<file path="src/rtl/switch_reader_pkg.sv">
// Shared definitions for the switch/button input peripheral: register map
// and the board-clock debounce default.
package switch_reader_pkg;

    localparam logic [1:0] SW_ADDR_STATE = 2'd0;
    localparam logic [1:0] SW_ADDR_EDGE  = 2'd1;
    localparam logic [1:0] SW_ADDR_MASK  = 2'd2;

    localparam int SW_DEBOUNCE_DEFAULT = 1000000;

endpackage

</file>
<file path="src/rtl/switch_reader_debounce_bit.sv">
// One switch input: two-flop synchroniser, debounce counter and stable flop.
// o_rise pulses on the same edge that stable goes 0->1.
module debounce_bit
    import switch_reader_pkg::*;
#(
    parameter int DEBOUNCE_CYCLES = SW_DEBOUNCE_DEFAULT,
    parameter int CNT_W           = 20
) (
    input  logic clk,
    input  logic reset,
    input  logic i_raw,
    output logic o_stable,
    output logic o_rise
);

    localparam logic [CNT_W-1:0] CNT_LAST = CNT_W'(DEBOUNCE_CYCLES - 1);

    logic             sync1_q;
    logic             sync2_q;
    logic             stable_q;
    logic             stable_d;
    logic [CNT_W-1:0] cnt_q;
    logic [CNT_W-1:0] cnt_d;

    // Any agreement with the stable level restarts the count, so only an
    // unbroken run of DEBOUNCE_CYCLES differing samples moves stable.
    always_comb begin
        stable_d = stable_q;
        cnt_d    = cnt_q;
        if (sync2_q == stable_q) begin
            cnt_d = '0;
        end else if (cnt_q == CNT_LAST) begin
            stable_d = sync2_q;
            cnt_d    = '0;
        end else begin
            cnt_d = cnt_q + CNT_W'(1);
        end
    end

    always_ff @(posedge clk or posedge reset) begin
        if (reset) begin
            sync1_q  <= 1'b0;
            sync2_q  <= 1'b0;
            stable_q <= 1'b0;
            cnt_q    <= '0;
        end else begin
            sync1_q  <= i_raw;
            sync2_q  <= sync1_q;
            stable_q <= stable_d;
            cnt_q    <= cnt_d;
        end
    end

    assign o_stable = stable_q;
    assign o_rise   = stable_d & ~stable_q;

endmodule

</file>
<file path="src/rtl/switch_reader.sv">
// Memory-mapped switch/button reader: debounced state, sticky read-to-clear
// rising-edge register, interrupt mask and a registered read port.
module switch_reader
    import switch_reader_pkg::*;
#(
    parameter int WIDTH           = 8,
    parameter int DEBOUNCE_CYCLES = SW_DEBOUNCE_DEFAULT,
    parameter int CNT_W           = 20
) (
    input  logic             clk,
    input  logic             reset,
    input  logic [WIDTH-1:0] i_switch,
    input  logic             i_rd_en,
    input  logic             i_wr_en,
    input  logic [1:0]       i_addr,
    input  logic [31:0]      i_data,
    output logic [31:0]      o_data,
    output logic             o_irq
);

    logic [WIDTH-1:0] stable;
    logic [WIDTH-1:0] rise;
    logic [WIDTH-1:0] clr;
    logic [WIDTH-1:0] edge_q;
    logic [WIDTH-1:0] edge_d;
    logic [WIDTH-1:0] mask_q;
    logic [WIDTH-1:0] mask_d;
    logic [31:0]      data_q;
    logic [31:0]      data_d;

    for (genvar i = 0; i < WIDTH; i++) begin : g_bit
        debounce_bit #(
            .DEBOUNCE_CYCLES(DEBOUNCE_CYCLES),
            .CNT_W          (CNT_W)
        ) u_debounce (
            .clk     (clk),
            .reset   (reset),
            .i_raw   (i_switch[i]),
            .o_stable(stable[i]),
            .o_rise  (rise[i])
        );
    end

    if (WIDTH < 32) begin : g_unused_hi
        logic unused_data_hi;
        assign unused_data_hi = ^i_data[31:WIDTH];
    end

    // Clearing only the bits being returned lets a rise landing on the same
    // edge survive the read.
    always_comb begin
        clr    = '0;
        data_d = data_q;
        mask_d = mask_q;
        if (i_rd_en) begin
            case (i_addr)
                SW_ADDR_STATE: data_d = 32'(stable);
                SW_ADDR_EDGE: begin
                    data_d = 32'(edge_q);
                    clr    = edge_q;
                end
                SW_ADDR_MASK:  data_d = 32'(mask_q);
                default:       data_d = 32'h0;
            endcase
        end
        if (i_wr_en && i_addr == SW_ADDR_MASK) begin
            mask_d = i_data[WIDTH-1:0];
        end
        edge_d = (edge_q & ~clr) | rise;
    end

    always_ff @(posedge clk or posedge reset) begin
        if (reset) begin
            edge_q <= '0;
            mask_q <= '0;
            data_q <= 32'h0;
        end else begin
            edge_q <= edge_d;
            mask_q <= mask_d;
            data_q <= data_d;
        end
    end

    assign o_data = data_q;
    assign o_irq  = |(edge_q & mask_q);

endmodule

</file>
<file path="config.mk">
export PLATFORM = sky130hd
export DESIGN_NAME = switch_reader
export DESIGN_NICKNAME = d
export VERILOG_FILES = /design/src/rtl/switch_reader_pkg.sv /design/src/rtl/switch_reader_debounce_bit.sv /design/src/rtl/switch_reader.sv
export SDC_FILE = /design/constraint.sdc
export NUM_CORES = 1
export LEC_CHECK = 0
export ABC_AREA = 1
export BUFFER_PORTS_ARGS = -buffer_cell sky130_fd_sc_hd__buf_2
export CAP_MARGIN = 10
export CORE_AREA = 2 2 122 171
export DETAILED_ROUTE_END_ITERATION = 12
export DIE_AREA = 0 0 124 173
export PLACE_DENSITY = 0.73
export SYNTH_ARGS = -nofsm -noshare
export SYNTH_HDL_FRONTEND = slang
export SYNTH_SLANG_ARGS = --single-unit
</file>
<file path="constraint.sdc">
create_clock -name clk -period 9.39 [get_ports clk]
set_input_delay 1.4085 -clock clk [delete_from_list [all_inputs] [get_ports clk]]
set_output_delay 1.4085 -clock clk [all_outputs]
set_load 0.05 [all_outputs]
</file>
### After elaboration in Yosys (flattened, before gate mapping)

Cells that the tools add are included.

* logic and storage cells: 119
* register bits after elaboration: 232
* input bits: 46
* output and inout bits: 33

* reduce and logical (&&, ||, !) cells: 3
* mux-type cells: 35
* eq/ne operators: 18
* bitwise logic cells: 20
* add/subtract/negate cells: 8

Operators by type and width (number)
* 20-bit two-way mux: 16
* 20-bit by 1-bit adder with 20-bit output (second input constant): 8
* 20-bit equality test (second input constant): 8
* 8-bit one-hot mux with 3 select lines: 1
* 8-bit bitwise AND: 2
* 1-bit two-way mux: 16
* 8-bit two-way mux: 2
* 1-bit bitwise AND: 8
* 1-bit equality test: 8
* 1-bit inverter: 8
* 8-bit inverter: 1
* 8-bit bitwise OR: 1
* 8-bit OR reduction: 1
* 2-bit by 1-bit equality test with 1-bit output (second input constant): 1
* 2-bit equality test (second input constant): 1
* 2-bit zero test: 1
* 1-bit logical AND: 1

### Logic depth before layout (Yosys ltp)

* word-level depth: 6
* gate-level depth with buffers: 9
* gate-level depth less buffers: 9

### By module

A second synthesis with hierarchy kept.

* cell total of the unflattened synthesis: 1472
* area, all modules: 11598.6 sq um

By module, submodules not included
* debounce_bit: area an instance 1273.7 sq um, cells each 163, seq. area each 575.6 sq um, instances 8
* switch_reader: area an instance 1408.9 sq um, cells each 168, seq. area each 600.6 sq um, instances 1

### Worst setup path after synthesis

OpenSTA, ideal clock, no wires.

* kind: register to output
* start: register edge_q[6]
* end: output o_irq
* required time: 7982 ps
* data arrival time: 1096 ps
* cell stages (with the launch flop): 4
* setup slack: 6886 ps
* buffers on the path: 0
* cells stage by stage: dfrtp_1 > a22o_1 > a21oi_1 > nand3_1

* word-level cells in the longest chain between the ends: 2

RTL lines
* from (decl): line switch_reader.sv:24 `logic [WIDTH-1:0] edge_q;`
* from (signal assigned): line switch_reader.sv:78 `edge_q <= edge_d;`
* 8-bit bitwise AND: line switch_reader.sv:85 `assign o_irq = |(edge_q & mask_q);`
* 8-bit OR reduction: line switch_reader.sv:85
* to (decl): line switch_reader.sv:18 `output logic o_irq`

Every way passes these cells.

### Worst setup path in the final report

Same ends and word-level chain as after synthesis.

==> impl_summary.txt <==
----------------------------------------------------
[Logic synthesis]
  Cell accounting for the most synthesized area ... dfrtp_1
  Synth top area share ... 0.483
  Number of synthesized flops with an enable pin ... 0
  Synthesis-stage register bit count ... about 210
  Mean Syn Cell Area ... around 7.9 sq um
  Yosys cell types ... 34
  Number of warnings issued by yosys ... 0
  Register area share after synthesis ... 0.483
  Async set-reset flop share out of synthesis ... 1.00
  Cell types with the largest area share after synthesis ... dfrtp_1 48%, nor2_1 11%, nand2_1 11%
  Synth Instances ... between 1000 and 1500
  Ys flop type ... dfrtp_1
  Post-Synthesis Cell Area ... ~11000 sq um

[Clocking]
  CTS root buffer ... clkbuf_16
  Insertion delay of the later-clocked pin in the worst-skew pair ... about 0.50 ns
  Post-CTS sizing ... 0
  Postcts setup bufs ... 0
  Number of clock buffers inserted by TritonCTS ... 21
  Number of H-tree levels ... 1
  Number of buffers added to fix hold violations after cts ... 0
  Clock-pin slew on the worst setup and hold paths ... 0.06 ns
  CTS tree ... done
  Maximum buffer depth of the clock tree ... 3
  Clock Sink Count ... about 210

[Outcome]
  Result of the run ... completed

[Critical path]
  Type of the worst setup path ... flip-flop to primary output
  Slowest cell on the critical path ... dfrtp_1
  Crit-path max FO ... 3
  Series of cell instances along the critical path ... a22o_1 -> a21oi_1 -> nand3_1 -> buf_2
  Worst stage delay on the critical path ... 0.41 ns
  Crit path capture type ... primary output
  Startpoint class of the critical path ... flip-flop
  Arrival time of the worst setup path ... ~1.7 ns
  Crit path required time ... approximately 8 ns

[Timing]
  Time the final worst path needs with I/O delays and setup ... between 3 and 4 ns
  Slew at the pin closest to its max-slew limit ... 0.910 ns
  Max Clock Freq ... approximately 320 MHz
  Number of slew-limit violations in the final report ... 0
  Final period util ... 0.330
  Setup tns final ... 0 ns
  Clock skew ... ~0.0047 ns
  RSZ-0062 raised after global routing ... false
  Final number of setup-violating endpoints ... 0
  Worst slew margin relative to its limit ... 0.393
  Hold Violations, Final ... 0

[Flow run]
  Maximum Capacitance Violations ... 0

[Drt]
  DRC viols ... 0
  DR WL/cell ... 12.6 microns
  DRC marker count from the first detailed-route iteration ... slightly below 600
  Antenna-violating nets left ... 0
  Average vias per placed instance ... between 5 and 6
  Total wire length after detailed routing ... ~21000 microns
  Number of vias in the routed layout ... between 8000 and 9000
  Number of iterations in the first detailed-routing pass ... 4

[Min path]
  Worst min-delay path category ... flip-flop to flip-flop

[Power]
  Cell leakage power ... between 0.005 and 0.006 uW
  Peak supply drop ... roughly 0.12 mV
  Power per Cell Area ... ~160 nW/um^2

[Floorplanning]
  Number of top-level pins ... 79
  DIE HEIGHT ... about 170 microns
  Row Count ... just over 60
  Initial core utilization ... 0.543
  Die W ... approximately 120 microns
  Core box area ... about 20000 sq um
  DIE AREA ... 21500 sq um

[Cells and area]
  Share of final-layout standard cells stronger than drive strength 1 ... 0.0940
  Area occupied by registers ... between 5000 and 6000 sq um
  Layout Cell Area excl Fill ... around 12000 sq um
  Count of filler cells inserted in the layout ... ~1800
  Number of nets in the layout ... about 1500
  Diode insertion count for antenna repair ... 0
  Area of combinational cells with multiple inputs ... 4940 sq um
  P&R area growth vs syn ... 10.3%

[Global routing]
  Pin count of the biggest net entering global routing ... about 140
  Overall Global Routing Usage ... 0.209
  GRT overflow ... 0
  Wire length of the first global-routing pass ... 37300 microns
  Number of antenna violations at the first check in global routing ... 0
  Vias in the first global route ... about 8300

[Placed design]
  Port bufs ... 30
  Post-placement cell area ... about 11000 sq um
  Gp weighted congestion ... about 0.87
  Post-detail-place hpwl ... approximately 15000 microns

----------------------------------------------------
-- cell usage in the layout, fill, tap and decap left out, types with 2 or more instances in the layout --
cell	instances
clkinv_2	4
nor2_4	6
or2_2	6
and2_1	2
nand3b_1	2
nand4_1	17
xnor2_1	28
nor2_2	15
a21oi_1	31
mux2_2	16
a31oi_1	2
clkbuf_16	21
nor2_1	320
conb_1	24
o21ai_0	17
inv_2	4
nor3b_1	4
nand2_2	10
inv_1	137
ha_1	8
nand3_1	115
bufinv_16	4
clkinvlp_4	4
clkbuf_8	2
dfrtp_1	208
nand2_1	303
nand3_2	9
xor2_1	52
buf_2	30
nor3_1	24
-- report_power, final --
group / internal (uW) / total, uW / leakage [uW] / switching (uW)
combinational: 27.5 / 113 / 0.00218 / 85.5
clock: 536 / 884 / 0.000347 / 348
sequential: 918 / 936 / 0.00283 / 17.6
-- final timing paths --
kind | from | to | slack [ns] | cells after the start
worst max register to register | g_bit[1].u_debounce.cnt_q[0] | g_bit[1].u_debounce.cnt_q[14] | 7.64 | 8
worst min-delay path | g_bit[6].u_debounce.sync1_q | g_bit[6].u_debounce.sync2_q | 0.35 | 0
min in group asynchronous | reset | g_bit[2].u_debounce.cnt_q[4] | 1.13 | 2
worst min register to register | g_bit[6].u_debounce.sync1_q | g_bit[6].u_debounce.sync2_q | 0.35 | 0
worst max-delay path | edge_q[6] | o_irq | 6.29 | 4
max in group asynchronous | reset | g_bit[4].u_debounce.cnt_q[4] | 6.79 | 3
-- synth_stat cells (10+ instances only) --
| cell type | n |
|---|---|
| nor2_1 | 320 |
| nand2_1 | 303 |
| dfrtp_1 | 208 |
| inv_1 | 138 |
| nand3_1 | 115 |
| xor2_1 | 52 |
| a21oi_1 | 31 |
| xnor2_1 | 28 |
| buf_4 | 24 |
| nor3_1 | 24 |
| nand4_1 | 17 |
| o21ai_0 | 17 |
| mux2_2 | 16 |
| nor2_2 | 15 |
| nand2_2 | 10 |
-- final cells by class --
class	count	share of cell area
clock buffer	24	0.0468
clock inverter	12	0.0143
inverter	143	0.0458
multi-input combinational	1018	0.415
sequential	208	0.438
tap	252	0.0265
timing repair buffer	31	0.0133
-- cells by family after synthesis --
logic type / synth area share
simple gates: 0.331
compound gates: 0.0262
flops: 0.483
mux: 0.0167
buf+inv: 0.0669
xor+xnor: 0.0665
fa+ha+maj: 0.00929
other cells: 0.000348
-- through the flow --
stage / power, uW / setup slack [ns] / util / hold slack (ns) / instances
3_3_place_gp: 1060 / 6.16 / 0.562 / 0.334 / 1652
6_report: 1930 / 6.29 / 0.599 / 0.349 / 1688
2_1_floorplan: 1040 / 2.30 / - / 0.331 / 1394
3_5_place_dp: 1070 / 6.15 / 0.562 / 0.335 / 1652
5_1_grt: 2010 / 6.23 / 0.599 / 0.354 / 1688
4_1_cts: 1960 / 6.29 / 0.599 / 0.350 / 1688
-- flip-flops by register name, indices dropped and copies added (netlist names) --
name / cells
g_bit.u_debounce.sync1_q: 8
o_data: 8
g_bit.u_debounce.o_stable: 8
g_bit.u_debounce.sync2_q: 8
edge_q: 8
g_bit.u_debounce.cnt_q: 160
mask_q: 8
-- routing by layer --
metal / share of wire / track usage / vias up
met5: 0 / 0 / -
met1: 0.44 / 0.270 / 4021
met2: 0.50 / 0.359 / 131
met4: 0.025 / 0.0707 / 0
met3: 0.036 / 0.0284 / 40
li1: - / - / 4347
-- critical path, delay by kind of cell, from the launching register on --
| kind | cells | cell delay [ns] |
|---|---|---|
| flops | 1 | 0.41 |
| buf+inv | 1 | 0.24 |
| simple gates | 1 | 0.13 |
| compound gates | 2 | 0.41 |
Note: power is estimated with default switching activity, not from simulation.
